**src/rtl/req_gnt_pkg.sv**
```systemverilog
// Shared types and helpers for the req/gnt request-side master.
// Round-robin pick is written for up to 16 clients; narrower request vectors are zero-padded.
package req_gnt_pkg;

  localparam int unsigned DEF_NUM_CLIENTS = 4;
  localparam int unsigned DEF_TIMEOUT     = 16;
  localparam int unsigned MAX_CLIENTS     = 16;

  typedef enum logic [1:0] {
    IDLE,
    REQ,
    GNT_WAIT,
    COOL
  } req_gnt_state_e;

  // Zero padding above NUM_CLIENTS makes the mod-16 wrap equivalent to a mod-NUM_CLIENTS wrap.
  function automatic logic [3:0] rr_pick(input logic [15:0] req, input logic [3:0] ptr);
    logic [3:0] idx;
    logic       found;
    rr_pick = '0;
    found   = 1'b0;
    for (int unsigned i = 0; i < MAX_CLIENTS; i++) begin
      idx = ptr + 4'(i);
      if (!found && req[idx]) begin
        rr_pick = idx;
        found   = 1'b1;
      end
    end
  endfunction

endpackage

```
**src/rtl/req_gnt_master_rr_arbiter.sv**
```systemverilog
// Round-robin arbiter: combinational winner from the live request vector,
// pointer advanced past the finishing client on each ack/nack strobe.
module rr_arbiter
  import req_gnt_pkg::*;
#(
  parameter  int unsigned NUM_CLIENTS = DEF_NUM_CLIENTS,
  localparam int unsigned IDX_W       = $clog2(NUM_CLIENTS)
) (
  input  logic                   clk_i,
  input  logic                   rst_ni,
  input  logic [NUM_CLIENTS-1:0] req_i,
  input  logic                   upd_i,
  input  logic [IDX_W-1:0]       upd_idx_i,
  output logic [NUM_CLIENTS-1:0] gnt_oh_o,
  output logic [IDX_W-1:0]       gnt_idx_o,
  output logic                   any_o
);

  logic [IDX_W-1:0] ptr_q, ptr_d;
  logic [3:0]       pick;

  always_comb begin
    pick      = rr_pick(16'(req_i), 4'(ptr_q));
    any_o     = |req_i;
    gnt_idx_o = IDX_W'(pick);
    gnt_oh_o  = any_o ? (NUM_CLIENTS'(1) << gnt_idx_o) : '0;
  end

  always_comb begin
    ptr_d = ptr_q;
    if (upd_i) begin
      ptr_d = (upd_idx_i == IDX_W'(NUM_CLIENTS - 1)) ? '0 : upd_idx_i + IDX_W'(1);
    end
  end

  always_ff @(posedge clk_i or negedge rst_ni) begin
    if (!rst_ni) ptr_q <= '0;
    else         ptr_q <= ptr_d;
  end

endmodule

```
**src/rtl/req_gnt_master.sv**
```systemverilog
// Request-side bus master: arbitrates local clients, issues one-cycle req pulses,
// returns ack/nack per client and flags grant-side protocol deviations.
module req_gnt_master
  import req_gnt_pkg::*;
#(
  parameter  int unsigned NUM_CLIENTS = DEF_NUM_CLIENTS,
  parameter  int unsigned TIMEOUT     = DEF_TIMEOUT,
  parameter  int unsigned CNT_W       = 16,
  localparam int unsigned IDX_W       = $clog2(NUM_CLIENTS),
  localparam int unsigned WAIT_W      = $clog2(TIMEOUT)
) (
  input  logic                   clk_ip,
  input  logic                   reset_n_ip,
  input  logic [NUM_CLIENTS-1:0] client_req_i,
  output logic [NUM_CLIENTS-1:0] client_ack_o,
  output logic [NUM_CLIENTS-1:0] client_nack_o,
  output logic                   req_ip,
  input  logic                   gnt_ip,
  output logic [IDX_W-1:0]       grant_id_o,
  output logic                   busy_o,
  output logic                   late_gnt_o,
  output logic                   timeout_err_o,
  output logic                   spurious_gnt_o,
  input  logic                   clr_err_i,
  output logic [CNT_W-1:0]       done_cnt_o
);

  req_gnt_state_e state_q, state_d;

  logic                   req_q, req_d;
  logic [NUM_CLIENTS-1:0] ack_q, ack_d;
  logic [NUM_CLIENTS-1:0] nack_q, nack_d;
  logic [IDX_W-1:0]       gid_q, gid_d;
  logic [NUM_CLIENTS-1:0] goh_q, goh_d;
  logic [WAIT_W-1:0]      wcnt_q, wcnt_d;
  logic                   late_q, late_d;
  logic                   tmo_q, tmo_d;
  logic                   spur_q, spur_d;
  logic [CNT_W-1:0]       done_q, done_d;

  logic [NUM_CLIENTS-1:0] arb_oh;
  logic [IDX_W-1:0]       arb_idx;
  logic                   arb_any;
  logic                   in_wait, grant_ok, tmo_hit, arb_ok;

  always_comb begin
    in_wait  = (state_q == GNT_WAIT);
    grant_ok = in_wait & gnt_ip;
    // Nack registers on the same edge the counter reaches TIMEOUT-1, TIMEOUT cycles after req.
    tmo_hit  = in_wait & ~gnt_ip & (wcnt_q == WAIT_W'(TIMEOUT - 2));
    arb_ok   = ((state_q == IDLE) || (state_q == COOL)) && arb_any;
  end

  // Pointer moves on the decision cycle so that COOL already arbitrates with the new pointer.
  rr_arbiter #(
    .NUM_CLIENTS(NUM_CLIENTS)
  ) u_arb (
    .clk_i    (clk_ip),
    .rst_ni   (reset_n_ip),
    .req_i    (client_req_i),
    .upd_i    (grant_ok | tmo_hit),
    .upd_idx_i(gid_q),
    .gnt_oh_o (arb_oh),
    .gnt_idx_o(arb_idx),
    .any_o    (arb_any)
  );

  always_ff @(posedge clk_ip or negedge reset_n_ip) begin
    if (!reset_n_ip) begin
      state_q <= IDLE;
      req_q   <= 1'b0;
      ack_q   <= '0;
      nack_q  <= '0;
      gid_q   <= '0;
      goh_q   <= '0;
      wcnt_q  <= '0;
      late_q  <= 1'b0;
      tmo_q   <= 1'b0;
      spur_q  <= 1'b0;
      done_q  <= '0;
    end else begin
      state_q <= state_d;
      req_q   <= req_d;
      ack_q   <= ack_d;
      nack_q  <= nack_d;
      gid_q   <= gid_d;
      goh_q   <= goh_d;
      wcnt_q  <= wcnt_d;
      late_q  <= late_d;
      tmo_q   <= tmo_d;
      spur_q  <= spur_d;
      done_q  <= done_d;
    end
  end

  always_comb begin
    state_d = state_q;
    unique case (state_q)
      IDLE:     if (arb_any) state_d = REQ;
      REQ:      state_d = GNT_WAIT;
      GNT_WAIT: if (grant_ok || tmo_hit) state_d = COOL;
      COOL:     state_d = arb_any ? REQ : IDLE;
      default:  state_d = IDLE;
    endcase
  end

  always_comb begin
    req_d  = (state_d == REQ);
    gid_d  = arb_ok ? arb_idx : gid_q;
    goh_d  = arb_ok ? arb_oh : goh_q;
    wcnt_d = wcnt_q;
    if (state_q == REQ)           wcnt_d = '0;
    else if (in_wait && !gnt_ip)  wcnt_d = wcnt_q + WAIT_W'(1);
    ack_d  = grant_ok ? goh_q : '0;
    nack_d = tmo_hit ? goh_q : '0;
    done_d = done_q + (grant_ok ? CNT_W'(1) : CNT_W'(0));
    late_d = (grant_ok && (wcnt_q != '0)) | (late_q & ~clr_err_i);
    tmo_d  = tmo_hit | (tmo_q & ~clr_err_i);
    spur_d = (gnt_ip & ~in_wait) | (spur_q & ~clr_err_i);
  end

  always_comb begin
    req_ip         = req_q;
    busy_o         = (state_q != IDLE);
    client_ack_o   = ack_q;
    client_nack_o  = nack_q;
    grant_id_o     = gid_q;
    late_gnt_o     = late_q;
    timeout_err_o  = tmo_q;
    spurious_gnt_o = spur_q;
    done_cnt_o     = done_q;
  end

endmodule

```
**config.mk**
```make
export PLATFORM = sky130hd
export DESIGN_NAME = req_gnt_master
export DESIGN_NICKNAME = d
export VERILOG_FILES = /design/src/rtl/req_gnt_pkg.sv /design/src/rtl/req_gnt_master_rr_arbiter.sv /design/src/rtl/req_gnt_master.sv
export SDC_FILE = /design/constraint.sdc
export NUM_CORES = 1
export LEC_CHECK = 0
export CORE_MARGIN = 2
export CORE_UTILIZATION = 56
export DETAILED_ROUTE_END_ITERATION = 8
export PLACE_DENSITY_LB_ADDON = 0.05
export SYNTH_ARGS = -nofsm -noshare
export SYNTH_HDL_FRONTEND = slang
export SYNTH_SLANG_ARGS = --single-unit
export TNS_END_PERCENT = 1
```
**constraint.sdc**
```tcl
create_clock -name clk_ip -period 4.59 [get_ports clk_ip]
set_clock_uncertainty 0.1 [all_clocks]
set_input_delay 0.918 -clock clk_ip [delete_from_list [all_inputs] [get_ports clk_ip]]
set_output_delay 0.918 -clock clk_ip [all_outputs]
set_load 0.03 [all_outputs]
```
# Yosys cells after proc, flatten, opt, wreduce, memory -nomap -nowiden
# Index checks and enable logic that the tools add are counted.
dict set report word_totals {
  input_bits 8
  elab_cells 182
  reg_bits 42
}
dict set report classes {
  n_lt_le_gt_ge 16
  muxes 74
  n_addsub 18
  bitwise 14
  reduce_logical 41
  eq_ne 6
  n_shift 1
}
# op n
set ops {}
lappend ops {{1-bit binary-select mux with 4-bit select} 15}
lappend ops {{4-bit by 5-bit less-than comparator with 1-bit output, second input constant} 12}
lappend ops {{2-bit two-way mux} 19}
lappend ops {{1-bit two-way mux} 33}
lappend ops {{4-bit two-way mux} 5}
lappend ops {{1-bit logical AND} 18}
lappend ops {{16-bit by 1-bit adder with 16-bit output} 1}
lappend ops {{2-bit by 3-bit adder with 4-bit output, second input constant} 4}
lappend ops {{2-bit by 4-bit adder with 4-bit output, second input constant} 4}
lappend ops {{1-bit logical NOT} 16}
lappend ops {{3-bit by 5-bit less-than comparator with 1-bit output, second input constant} 3}
lappend ops {{3-bit by 3-bit adder with 4-bit output, second input constant} 2}
lappend ops {{2-bit one-hot mux with 4 select lines} 1}
lappend ops {{1-bit bitwise AND} 7}
lappend ops {{2-bit by 2-bit adder with 3-bit output, second input constant} 2}
lappend ops {{2-bit equality test, second input constant} 3}
lappend ops {{2-bit by 5-bit less-than comparator with 1-bit output, second input constant} 1}
lappend ops {{3-bit by 1-bit adder with 4-bit output, second input constant} 1}
lappend ops {{3-bit by 2-bit adder with 4-bit output, second input constant} 1}
lappend ops {{4-bit by 1-bit adder with 4-bit output, second input constant} 1}
lappend ops {{2-bit by 1-bit equality test with 1-bit output, second input constant} 2}
lappend ops {{4-bit equality test, second input constant} 1}
lappend ops {{1-bit OR} 4}
lappend ops {{2-bit nonzero test} 2}
lappend ops {{other kinds (9)} 12}

# Longest topological paths before layout
# Gate-level depths: netlist (run 1).
dict set report depth {
  word_depth 50
  mapped_depth 10
}

# By module
# A second synthesis (run 1) with hierarchy kept.
dict set report unflattened {
  hier_cells 210
  area_unflattened_um2 2349.8
}
# module instances cells_per_inst area_per_inst_um2
set by_module_without_submodules {}
lappend by_module_without_submodules {req_gnt_master 1 145 1785.5}
lappend by_module_without_submodules {rr_arbiter 1 65 564.3}

# Worst setup path before layout (run 1)
# No wires, ideal clock.
dict set report synth_timing {
  kind {register to register}
  from {register u_arb.ptr_q[0]}
  to {register goh_q[1]}
  required_ps 4424
  setup_ps 66
  arrival_time_ps 2282
  setup_slack_ps 2142
  period_less_slack_ps 2448
  path_stages_with_launch 10
  path_buffers 1
  cell_sequence {dfrtp_1 > inv_2 > ha_1 > buf_6 > mux2i_1 > o22ai_2 > a2111oi_4 > nor4_2 > nor3_4 > a32o_2}
}
dict set report synth_via {
  elab_chain_cells 50
}
# element line_no
set synth_rtl {}
lappend synth_rtl {{from (decl)} req_gnt_master_rr_arbiter.sv:19} ;# logic [IDX_W-1:0] ptr_q, ptr_d;
lappend synth_rtl {{from (signal assigned)} req_gnt_master_rr_arbiter.sv:38} ;# else ptr_q <= ptr_d;
lappend synth_rtl {{parallel branches: the longest is 47 deep, another holds 2-bit by 1-bit adder with 3-bit output} n/a}
lappend synth_rtl {{2-bit two-way mux *} req_gnt_pkg.sv:24} ;# if (!found && req[idx]) begin
lappend synth_rtl {{1-bit by 2-bit left shift with 4-bit output *} req_gnt_master_rr_arbiter.sv:26} ;# gnt_oh_o = any_o ? (NUM_CLIENTS'(1) << gnt_idx_o) : '0;
lappend synth_rtl {{4-bit two-way mux *} req_gnt_master_rr_arbiter.sv:26}
lappend synth_rtl {{to (signal assigned)} req_gnt_master.sv:87} ;# goh_q <= goh_d;
lappend synth_rtl {{to (decl)} req_gnt_master.sv:34} ;# logic [NUM_CLIENTS-1:0] goh_q, goh_d;
# Every way passes the cells marked *. The select of a mux whose other input is x is not followed.
# A chain may end at the register's enable or synchronous reset.

# Worst setup path in the final report (run 1)
dict set report layout_timing {
  from {register u_arb.ptr_q[0]}
  to {register gid_q[1] (netlist: grant_id_o[1])}
}
dict set report layout_via {
  elab_chain_cells 48
}
# element line_no
set layout_rtl {}
lappend layout_rtl {{parallel branches: the longest is 47 deep, another holds 2-bit by 1-bit adder with 3-bit output} n/a}
lappend layout_rtl {{2-bit two-way mux *} req_gnt_pkg.sv:24}
lappend layout_rtl {{to (signal assigned)} req_gnt_master.sv:86} ;# gid_q <= gid_d;
lappend layout_rtl {{to (decl)} req_gnt_master.sv:33} ;# logic [IDX_W-1:0] gid_q, gid_d;
# Marked as above.

==> results of run 1 <==
Yosys cell counts (all sizes together), types with 2 or more instances:
master | n | area [um^2]
o32ai | 2 | 17.5
xnor2 | 10 | 87.6
nor2b | 4 | 25.0
nand4 | 5 | 31.3
o21a | 2 | 15.0
or2 | 2 | 12.5
nor2 | 17 | 63.8
ha | 13 | 163
o21ai | 4 | 20.0
dfrtp | 42 | 1050
xor2 | 7 | 61.3
and2 | 4 | 25.0
and3b | 2 | 17.5
and3 | 6 | 37.5
nor3b | 3 | 22.5
nor4b | 2 | 32.5
inv | 13 | 48.8
nand2 | 10 | 37.5
nand3 | 9 | 45.0
nand2b | 2 | 12.5
buf | 2 | 22.5
o22ai | 4 | 31.3
a21oi | 4 | 20.0
mux2i | 6 | 60.1
mux2 | 2 | 22.5
nor3 | 3 | 26.3
nor4 | 2 | 18.8
stage by stage:
step	utilization	hold WS, ns
after floorplan	-	0.369
after global placement	0.700	0.356
after detailed placement	0.700	0.358
after CTS	0.725	0.370
after global routing	0.725	0.382
final	0.725	0.367
path summary, 6_finish.rpt:
check,cells past startpoint,start,to
min in group asynchronous,1,reset_n_ip,done_cnt_o[9]$_DFF_PN0_
setup reg to reg,8,u_arb.ptr_q[0]$_DFFE_PN0N_,grant_id_o[1]$_DFFE_PN0P_
setup / recovery,8,u_arb.ptr_q[0]$_DFFE_PN0N_,grant_id_o[1]$_DFFE_PN0P_
hold reg to reg,1,done_cnt_o[15]$_DFF_PN0_,done_cnt_o[15]$_DFF_PN0_
hold / removal,1,done_cnt_o[15]$_DFF_PN0_,done_cnt_o[15]$_DFF_PN0_
max in group asynchronous,1,reset_n_ip,state_q[0]$_DFF_PN0_
power by group through the flow:
| stage | clock, mW | combinational, mW | sequential, mW |
|---|---|---|---|
| 3_5_place_dp | 0 | 0.842 | 0.562 |
| 5_1_grt | 0.264 | 0.927 | 0.570 |
| 4_1_cts | 0.248 | 0.851 | 0.554 |
| 3_3_place_gp | 0 | 0.810 | 0.554 |
| 6_report | 0.240 | 0.849 | 0.555 |
| 2_1_floorplan | 0 | 0.570 | 0.617 |
registers in the layout, indices dropped and copies added, names as in the netlist:
| signal | count |
|---|---|
| client_ack_o | 4 |
| client_nack_o | 4 |
| done_cnt_o | 16 |
| goh_q | 4 |
| grant_id_o | 2 |
| late_gnt_o | 1 |
| req_ip | 1 |
| spurious_gnt_o | 1 |
| state_q | 2 |
| timeout_err_o | 1 |
| u_arb.ptr_q | 2 |
| wcnt_q | 4 |
final cells by class:
class / count / share of cell area
Sequential cell: 42 / 0.393
Multi-Input combinational cell: 138 / 0.392
Timing Repair Buffer: 38 / 0.140
Clock buffer: 7 / 0.0323
Tap cell: 48 / 0.0225
Inverter: 13 / 0.0182
Clock inverter: 1 / 0.00187
logic make-up (layout without fill, tap and decap cells):
| group | after synthesis | in the layout | share of synthesized area |
|---|---|---|---|
| AOI/OAI and AO/OA | 27 | 27 | 0.106 |
| buffers and inverters | 16 | 59 | 0.0345 |
| muxes | 8 | 8 | 0.0380 |
| DFF | 42 | 42 | 0.483 |
| xor gates and xnor gates | 17 | 17 | 0.0685 |
| and+or+nand+nor | 73 | 73 | 0.195 |
| adders and majority gates | 13 | 13 | 0.0748 |
metal layers:
metal	track usage	up-vias	share of wire
met4	0.115	0	0.023
met1	0.291	791	0.44
li1	-	772	-
met2	0.359	52	0.49
met5	0	-	0
met3	0.0477	8	0.052
==> results by group, run 1 <==
Floorplanning
  • Die area: ~4400 um^2
  • # IOs: 39
  • Core box area: around 3700 um^2
  • Die Height: approximately 66 um
  • Site row count: 22
  • Die Wd: roughly 66 um
  • Initial Utilization: 0.590

Final layout
  • Register area: about 1100 um^2
  • Leading cell type in the layout, fill and taps excluded: dfrtp_1
  • Cell Count, Final, Fillers Out: 287
  • # diodes: 0
  • Filler cell count in the final layout: approximately 280
  • Fin nets: roughly 260
  • Commonest cells after routing, fill and taps aside: dfrtp_1 (42), clkdlybuf4s50_1 (37), nor2_1 (17)
  • Area delta synth->final: 23.0%
  • Post-route cell area: 2680 um^2
  • Multi-input logic area: 1050 um^2
  • Share of layout cells above drive strength 1: 0.0879

Clock tree
  • Clock tree root buffer cell: clkbuf_8
  • CTS tree: built
  • TritonCTS Buffers: 5
  • Post-CTS Resized: 0
  • Worst-skew pair later-pin latency: ~0.29 ns
  • Post-CTS Hold Fix Bufs: 0
  • Clock transition at path regs: 0.07 ns
  • CTS sink count: 42
  • H-tree Lvls: 2
  • Post-CTS Setup Bufs: 0
  • CTS max path bufs: 2

Timing
  • Setup_tns: 0 ns
  • Fmax achieved: 0.303 GHz
  • Final setup vio count: 0
  • RSZ-0062 raised after global routing: no
  • Final Critical Period: between 3 and 4 ns
  • Fin. Hold Viols: 0
  • Slack of the critical path: 1.29 ns
  • Worst relative slew slack: 0.388
  • Worst slew pin tran: 0.918 ns
  • Period utilization: 0.720
  • Final Slew Violations: 0

Run status
  • Status: completed

Routing
  • Antenna Violating Nets Remaining: 0
  • Avg Vias per Cell: around 5.7
  • DRC: 0
  • Avg WL per Cell: 15.2 um
  • 1st-iter DRT viols: 105
  • Pre-antenna DRT Iters: 4
  • Drt total wl: 4370 um
  • Via Count: 1623

Placement
  • Final GP Congestion: 0.884
  • Post-DP HPWL: 3230 um
  • Placed cells: 279
  • Dpl ws: 1.32 ns
  • Placed Area: 2580 um^2
  • Port buffer count: 38

Global routing
  • Number of global-route vias before repair: 1620
  • Initial antenna violation count: 0
  • Gr usage total: 0.226
  • Global-route wire length before repair: 7390 um
  • GR Overflow Total: 0
  • Largest net degree at the start of global routing: 43

Pwr
  • Total Power: 1.64 mW
  • Clock power frac: 0.146
  • Pwr dens: 615 nW/um^2
  • Switching Fraction: 0.421
  • Internal Power: 951 uW
  • Comb power frac: 0.517
  • P_leak: 1.22 nW
  • NetSw: 693 uW
  • Sequential power share: 0.337
  • Peak supply drop: ~0.47 mV

Critical path
  • R2R Setup Slk: 1.29 ns
  • Worst endpoint required time: 4.67 ns
  • Critical path peak fanout: 16
  • Max stage delay cell, worst path: dfrtp_1
  • Worst Setup Start Kind: register
  • CP Data Arrival Time: around 3.4 ns
  • Buffers plus inverters on the worst setup path: 1
  • Nature of the critical path endpoint: register
  • Crit Path Class: register to register
  • Slowest Stage Delay on Critical Path: between 0.6 and 0.7 ns
  • Delay-heaviest family, CP: simple AND/OR/NAND/NOR gates
  • Crit-path cells: inv_2 > ha_1 > mux2i_1 > nor3_1 > a2bb2oi_2 > nor4b_1 > o21ai_1 > o21a_1

Yosys
  • Cell variety after synth: 48
  • Most common flop cell mapped by yosys: dfrtp_1
  • Post-synthesis area per instance: 11.1 um^2
  • Post-synthesis register bit count: 42
  • Sequential share of the synthesized area: 0.483
  • Post-synth EDFFs: 0
  • Async set-reset flop share out of synthesis: 1.00
  • Mapped Nets: 217
  • Cells after synthesis: 196
  • Mapped Area: between 2000 and 2500 um^2
  • Ys Warns: 0

Hold path
  • Hold Crit Class: register to register

Run
  • Number of max-cap violations: 0
(Power assumes the default switching activity.)
==> inputs of run 2 (changes only) <==
CORE_UTILIZATION = 52   (was 56)
clock period = 3.2 ns   (was 4.59 ns; I/O delays follow)
==> run 2 against run 1 <==
- largest cell class unchanged
- critical path depth stayed put
- setup slack worse by 0.87 ns
- critical endpoint is now goh_q[1]$_DFFE_PN0P_
- total power is 41% higher
- critical path type unchanged
- clock power is 37% higher
- final cell count is 1.0% higher
==> results by group, run 2 (same netlist as run 1, synthesis figures left out) <==
Run status
  • Status: completed

Placement
  • Dpl ws: 0.324 ns (-0.999 ns)
  • Post-DP HPWL: 3190 um (-1.3%)
  • Final GP Congestion: 0.916 (+3.6%)
  • Port buffer count: 38 (unchanged)
  • Placed Area: 2590 um^2 (+0.39%)

Clock tree
  • Clock tree root buffer cell: clkbuf_8
  • CTS tree: built
  • TritonCTS Buffers: 5 (unchanged)
  • Post-CTS Resized: 0 (unchanged)
  • Clock transition at path regs: 0.08 ns (about the same)
  • CTS sink count: 42 (unchanged)
  • Post-CTS Setup Bufs: 0 (unchanged)
  • Worst-skew pair later-pin latency: 0.29 ns (about the same)
  • H-tree Lvls: 2 (unchanged)
  • Post-CTS Hold Fix Bufs: 0 (unchanged)
  • CTS max path bufs: 2 (unchanged)

Critical path
  • Max stage delay cell, worst path: ha_1
  • Critical path peak fanout: 12 (-4)
  • Worst reg-to-reg path cell count: 8 (unchanged)
  • Crit-path cells: inv_1 > ha_1 > mux2i_1 > o22ai_2 > a2111oi_4 > nor4_2 > nor3_4 > a32o_2
  • Critical Path Source: u_arb.ptr_q[1]$_DFFE_PN0N_
  • Worst Setup Start Kind: register
  • CP Data Arrival Time: 2.92 ns (-0.46 ns)
  • Nature of the critical path endpoint: register
  • Buffers plus inverters on the worst setup path: 1 (unchanged)
  • Delay-heaviest family, CP: compound AO/OA/AOI/OAI gates
  • Reg2reg start: u_arb.ptr_q[1]$_DFFE_PN0N_
  • R2R Setup Slk: 0.41 ns (-0.87 ns)
  • Slowest Stage Delay on Critical Path: 0.55 ns (-0.14 ns)
  • Crit Path Class: register to register
  • Worst endpoint required time: 3.33 ns (-1.34 ns)
  • Reg2reg end: goh_q[1]$_DFFE_PN0P_

Timing
  • Fmax achieved: 0.359 GHz (+19%)
  • Final Slew Violations: 0 (unchanged)
  • Final setup vio count: 0 (unchanged)
  • Final Critical Period: 2.79 ns (-0.517 ns)
  • Setup_tns: 0 ns (unchanged)
  • Worst slew pin tran: 0.891 ns (-0.0267 ns)
  • Smallest hold slack: 0.368 ns (+0.00121 ns)
  • Fin. Hold Viols: 0 (unchanged)
  • Slack of the critical path: 0.412 ns (-0.873 ns)
  • Worst relative slew slack: 0.406 (+0.0178)
  • Period utilization: 0.871 (+0.151)
  • RSZ-0062 raised after global routing: no

Pwr
  • P_leak: 1.22 nW (+0.16%)
  • Pwr dens: 863 nW/um^2 (+40%)
  • Peak supply drop: 0.670 mV (+43%)
  • Total Power: 2.31 mW (+41%)

Floorplanning
  • Core box area: 4000 um^2 (+8.4%)
  • Die area: 4710 um^2 (+7.2%)
  • Die Height: 68.7 um (+3.5%)
  • Die Wd: 68.7 um (+3.5%)
  • Initial Utilization: 0.544 (-0.0459)
  • # IOs: 39 (unchanged)
  • Site row count: 23 (+4.5%)

Global routing
  • Global-route wire length before repair: 6840 um (-7.5%)
  • GR Overflow Total: 0 (unchanged)
  • Gr usage total: 0.199 (-0.0271)
  • Number of global-route vias before repair: 1551 (-4.3%)
  • Largest net degree at the start of global routing: 43 (unchanged)
  • Initial antenna violation count: 0 (unchanged)

Routing
  • DRC: 0 (unchanged)
  • 1st-iter DRT viols: 43 (-59%)
  • Avg WL per Cell: 14.4 um (-5.6%)
  • Avg Vias per Cell: 5.56 (-1.8%)
  • Drt total wl: 4160 um (-4.6%)
  • Pre-antenna DRT Iters: 5 (+1)
  • Antenna Violating Nets Remaining: 0 (unchanged)
  • Via Count: 1611 (-0.74%)

Final layout
  • Leading cell type in the layout, fill and taps excluded: dfrtp_1
  • Commonest cells after routing, fill and taps aside: dfrtp_1 (42), clkdlybuf4s50_1 (37), nor2_1 (17)
  • Area delta synth->final: 23.2%
  • Fin nets: 260 (+0.39%)
  • Post-route cell area: 2680 um^2 (+0.19%)
  • # diodes: 0 (unchanged)
  • Share of layout cells above drive strength 1: 0.0917 (+0.00380)
  • Largest register FFs: 16 (unchanged)
  • Filler cell count in the final layout: 319 (+15%)

Hold path
  • Hold Crit Class: input port to async pin

Run
  • Number of max-cap violations: 0 (unchanged)
run 2: changes by cell type in the layout (fill, tap and decap cells not counted), sizes merged:
cell,before,now
clkbuf,7,6
clkinv,1,2
buf,1,2
run 2: final cells by class:
| cell class | count | area, um^2 | area share |
|---|---|---|---|
| Sequential cell | 42 | 1050 | 0.392 |
| Multi-Input combinational cell | 138 | 1050 | 0.391 |
| Timing Repair Buffer | 39 | 383 | 0.143 |
| Clock buffer | 6 | 72.6 | 0.0271 |
| Tap cell | 50 | 62.6 | 0.0233 |
| Inverter | 13 | 48.8 | 0.0182 |
| Clock inverter | 2 | 13.8 | 0.00514 |
run 2: where the power goes:
group / switching, mW / internal (mW)
Combinational: 0.672 / 0.539
Clock: 0.177 / 0.154
Sequential: 0.114 / 0.658
run 2: worst max path at each step:
stage | slack, ns | cells after the start | end
final | 0.41 | 8 | goh_q[1]$_DFFE_PN0P_
after global placement | 0.37 | 7 | goh_q[3]$_DFFE_PN0P_
after CTS | 0.41 | 8 | goh_q[1]$_DFFE_PN0P_
after floorplan | 0.75 | 9 | goh_q[1]$_DFFE_PN0P_
after detailed placement | 0.32 | 7 | goh_q[3]$_DFFE_PN0P_
after global routing | 0.18 | 8 | goh_q[0]$_DFFE_PN0P_
run 2: metal layers:
layer | up-vias | global-route usage | share of wire
li1 | 773 | - | -
met1 | 789 | 0.228 | 0.43
met2 | 43 | 0.350 | 0.51
met3 | 6 | 0.0552 | 0.043
met4 | 0 | 0.0750 | 0.016
met5 | - | 0 | 0
run 2: through the flow:
stage | util | instances
after floorplan | - | 196
final | 0.670 | 290
after CTS | 0.670 | 290
after global routing | 0.670 | 290
after global placement | 0.648 | 282
after detailed placement | 0.648 | 282
==> inputs of run 3 (changes only) <==
CORE_MARGIN = not set   (was 2)
==> run 3 against run 2 <==
- maximum frequency is 2.1% lower
- global-route usage rose by 2.3 points
- non-clock buffer count did not move
- final cell count unchanged
- via count unchanged
- sequential power barely moved
- cell area is 0.33% higher
- clock-buffer cell count unchanged
- first-iteration DRC count grew to 2.6 times the previous value
- die area is 5.7% lower
==> results by group, run 3 (same netlist as run 1, synthesis figures left out) <==
Clock tree
  • Post-CTS Resized: 0 (unchanged)
  • Post-CTS Hold Fix Bufs: 0 (unchanged)
  • TritonCTS Buffers: 5 (unchanged)
  • Post-CTS Setup Bufs: 0 (unchanged)
  • Clock transition at path regs: 0.08 ns (about the same)
  • Worst-skew pair later-pin latency: 0.29 ns (about the same)
  • H-tree Lvls: 2 (unchanged)
  • CTS tree: built
  • Clock tree root buffer cell: clkbuf_8
  • CTS sink count: 42 (unchanged)
  • CTS max path bufs: 2 (unchanged)

Timing
  • Fin. Hold Viols: 0 (unchanged)
  • Final Slew Violations: 0 (unchanged)
  • Fmax achieved: 0.351 GHz (-2.1%)
  • Final setup vio count: 0 (unchanged)
  • Worst relative slew slack: 0.390 (-0.0154)
  • RSZ-0062 raised after global routing: no
  • Final Critical Period: 2.85 ns (+0.0583 ns)
  • Period utilization: 0.889 (+0.0182)
  • Worst slew pin tran: 0.915 ns (+0.0232 ns)
  • Setup_tns: 0 ns (unchanged)

Hold path
  • Hold Crit Class: input port to async pin

Global routing
  • Largest net degree at the start of global routing: 43 (unchanged)
  • Initial antenna violation count: 0 (unchanged)
  • GR Overflow Total: 0 (unchanged)
  • Number of global-route vias before repair: 1532 (-1.2%)
  • Gr usage total: 0.221 (+0.0226)
  • Global-route wire length before repair: 7150 um (+4.5%)

Final layout
  • Util after Layout: 0.672 (+0.00219)
  • Fin nets: 260 (unchanged)
  • Largest register FFs: 16 (unchanged)
  • Commonest cells after routing, fill and taps aside: dfrtp_1 (42), clkdlybuf4s50_1 (37), nor2_1 (17)
  • Leading cell type in the layout, fill and taps excluded: dfrtp_1
  • Area delta synth->final: 23.6%
  • # diodes: 0 (unchanged)
  • Share of layout cells above drive strength 1: 0.0958 (+0.00417)

Critical path
  • Nature of the critical path endpoint: register
  • Crit Path Class: register to register
  • Delay-heaviest family, CP: compound AO/OA/AOI/OAI gates
  • Critical path peak fanout: 12 (unchanged)
  • Slowest Stage Delay on Critical Path: 0.57 ns (+0.02 ns)
  • Worst Setup Start Kind: register
  • CP Data Arrival Time: 2.93 ns (about the same)
  • Worst endpoint required time: 3.28 ns (-0.05 ns)
  • Reg2reg start: u_arb.ptr_q[1]$_DFFE_PN0N_
  • Critical Path Source: u_arb.ptr_q[1]$_DFFE_PN0N_
  • Buffers plus inverters on the worst setup path: 1 (unchanged)
  • Max stage delay cell, worst path: ha_1
  • Crit-path cells: inv_1 > ha_1 > mux2i_1 > o32ai_1 > a2bb2oi_2 > nor4b_1 > nor2_1 > a22o_1

Routing
  • Avg WL per Cell: 14.7 um (+2.1%)
  • Drt total wl: 4250 um (+2.1%)
  • Antenna Violating Nets Remaining: 0 (unchanged)
  • 1st-iter DRT viols: 110 (+160%)
  • DRC: 0 (unchanged)
  • Avg Vias per Cell: 5.56 (unchanged)
  • Via Count: 1611 (unchanged)
  • Pre-antenna DRT Iters: 4 (-1)

Floorplanning
  • Die Height: 66.7 um (-2.9%)
  • Site row count: 23 (unchanged)
  • Initial Utilization: 0.544 (unchanged)
  • Core box area: 4000 um^2 (unchanged)
  • Die Wd: 66.7 um (-2.9%)
  • Die area: 4440 um^2 (-5.7%)
  • # IOs: 39 (unchanged)

Placement
  • Port buffer count: 38 (unchanged)
  • Final GP Congestion: 0.958 (+4.6%)
  • Post-DP HPWL: 3210 um (+0.62%)

Pwr
  • Pwr dens: 875 nW/um^2 (+1.3%)
  • Peak supply drop: 0.684 mV (+2.1%)
  • P_leak: 1.22 nW (+0.17%)

Run
  • Number of max-cap violations: 0 (unchanged)

Run status
  • Status: completed
## run 3: cell type report
type / instances / area [um^2]
Fill cell: 306 / 1310
Sequential cell: 42 / 1050
Clock inverter: 2 / 12.5
Timing Repair Buffer: 39 / 383
Inverter: 13 / 48.8
Tap cell: 50 / 62.6
Clock buffer: 6 / 82.6
Multi-Input combinational cell: 138 / 1050
## run 3: worst register-to-register path: stages (launching register included)
cell and delay (ns):
dfrtp_1 0.50, inv_1 0.09, ha_1 0.57, mux2i_1 0.20
o32ai_1 0.43, a2bb2oi_2 0.22, nor4b_1 0.35, nor2_1 0.10
a22o_1 0.18
## run 3: report_power, final
part / leakage, nW / internal (mW) / total [mW] / switching, mW
combinational: 0.619 / 0.539 / 1.23 / 0.686
clock: 0.0472 / 0.173 / 0.352 / 0.179
sequential: 0.556 / 0.658 / 0.775 / 0.117
total: 1.22 / 1.37 / 2.35 / 0.981
## run 3: through the flow
stage / cells / setup slack (ns) / hold slack [ns] / power [mW] / area (um^2)
2_1_floorplan: 196 / 0.752 / 0.244 / 1.70 / 2170
3_3_place_gp: 282 / 0.386 / 0.357 / 1.96 / 2590
3_5_place_dp: 282 / 0.313 / 0.380 / 2.02 / 2590
4_1_cts: 290 / 0.390 / 0.390 / 2.37 / 2690
5_1_grt: 290 / 0.0757 / 0.407 / 2.53 / 2690
6_report: 290 / 0.354 / 0.377 / 2.35 / 2690
## run 3: final timing paths
path                                              end  slack (ns)  depth (start not counted)
setup reg to reg                 goh_q[3]$_DFFE_PN0P_        0.35                          8
setup / recovery                 goh_q[3]$_DFFE_PN0P_        0.35                          8
min in group clk_ip          done_cnt_o[15]$_DFF_PN0_        0.38                          1
hold / removal                done_cnt_o[4]$_DFF_PN0_        0.38                          1
max in group asynchronous  u_arb.ptr_q[0]$_DFFE_PN0N_        2.05                          1
hold reg to reg              done_cnt_o[15]$_DFF_PN0_        0.38                          1
## run 3: layer usage
metal	GRT usage	routed length [um]	vias to the layer above	part of all wire
li1	-	-	773	-
met1	0.278	1880	786	0.44
met2	0.355	2130	46	0.50
met3	0.0565	172	6	0.040
met4	0.101	74	0	0.017
met5	0	0	-	0
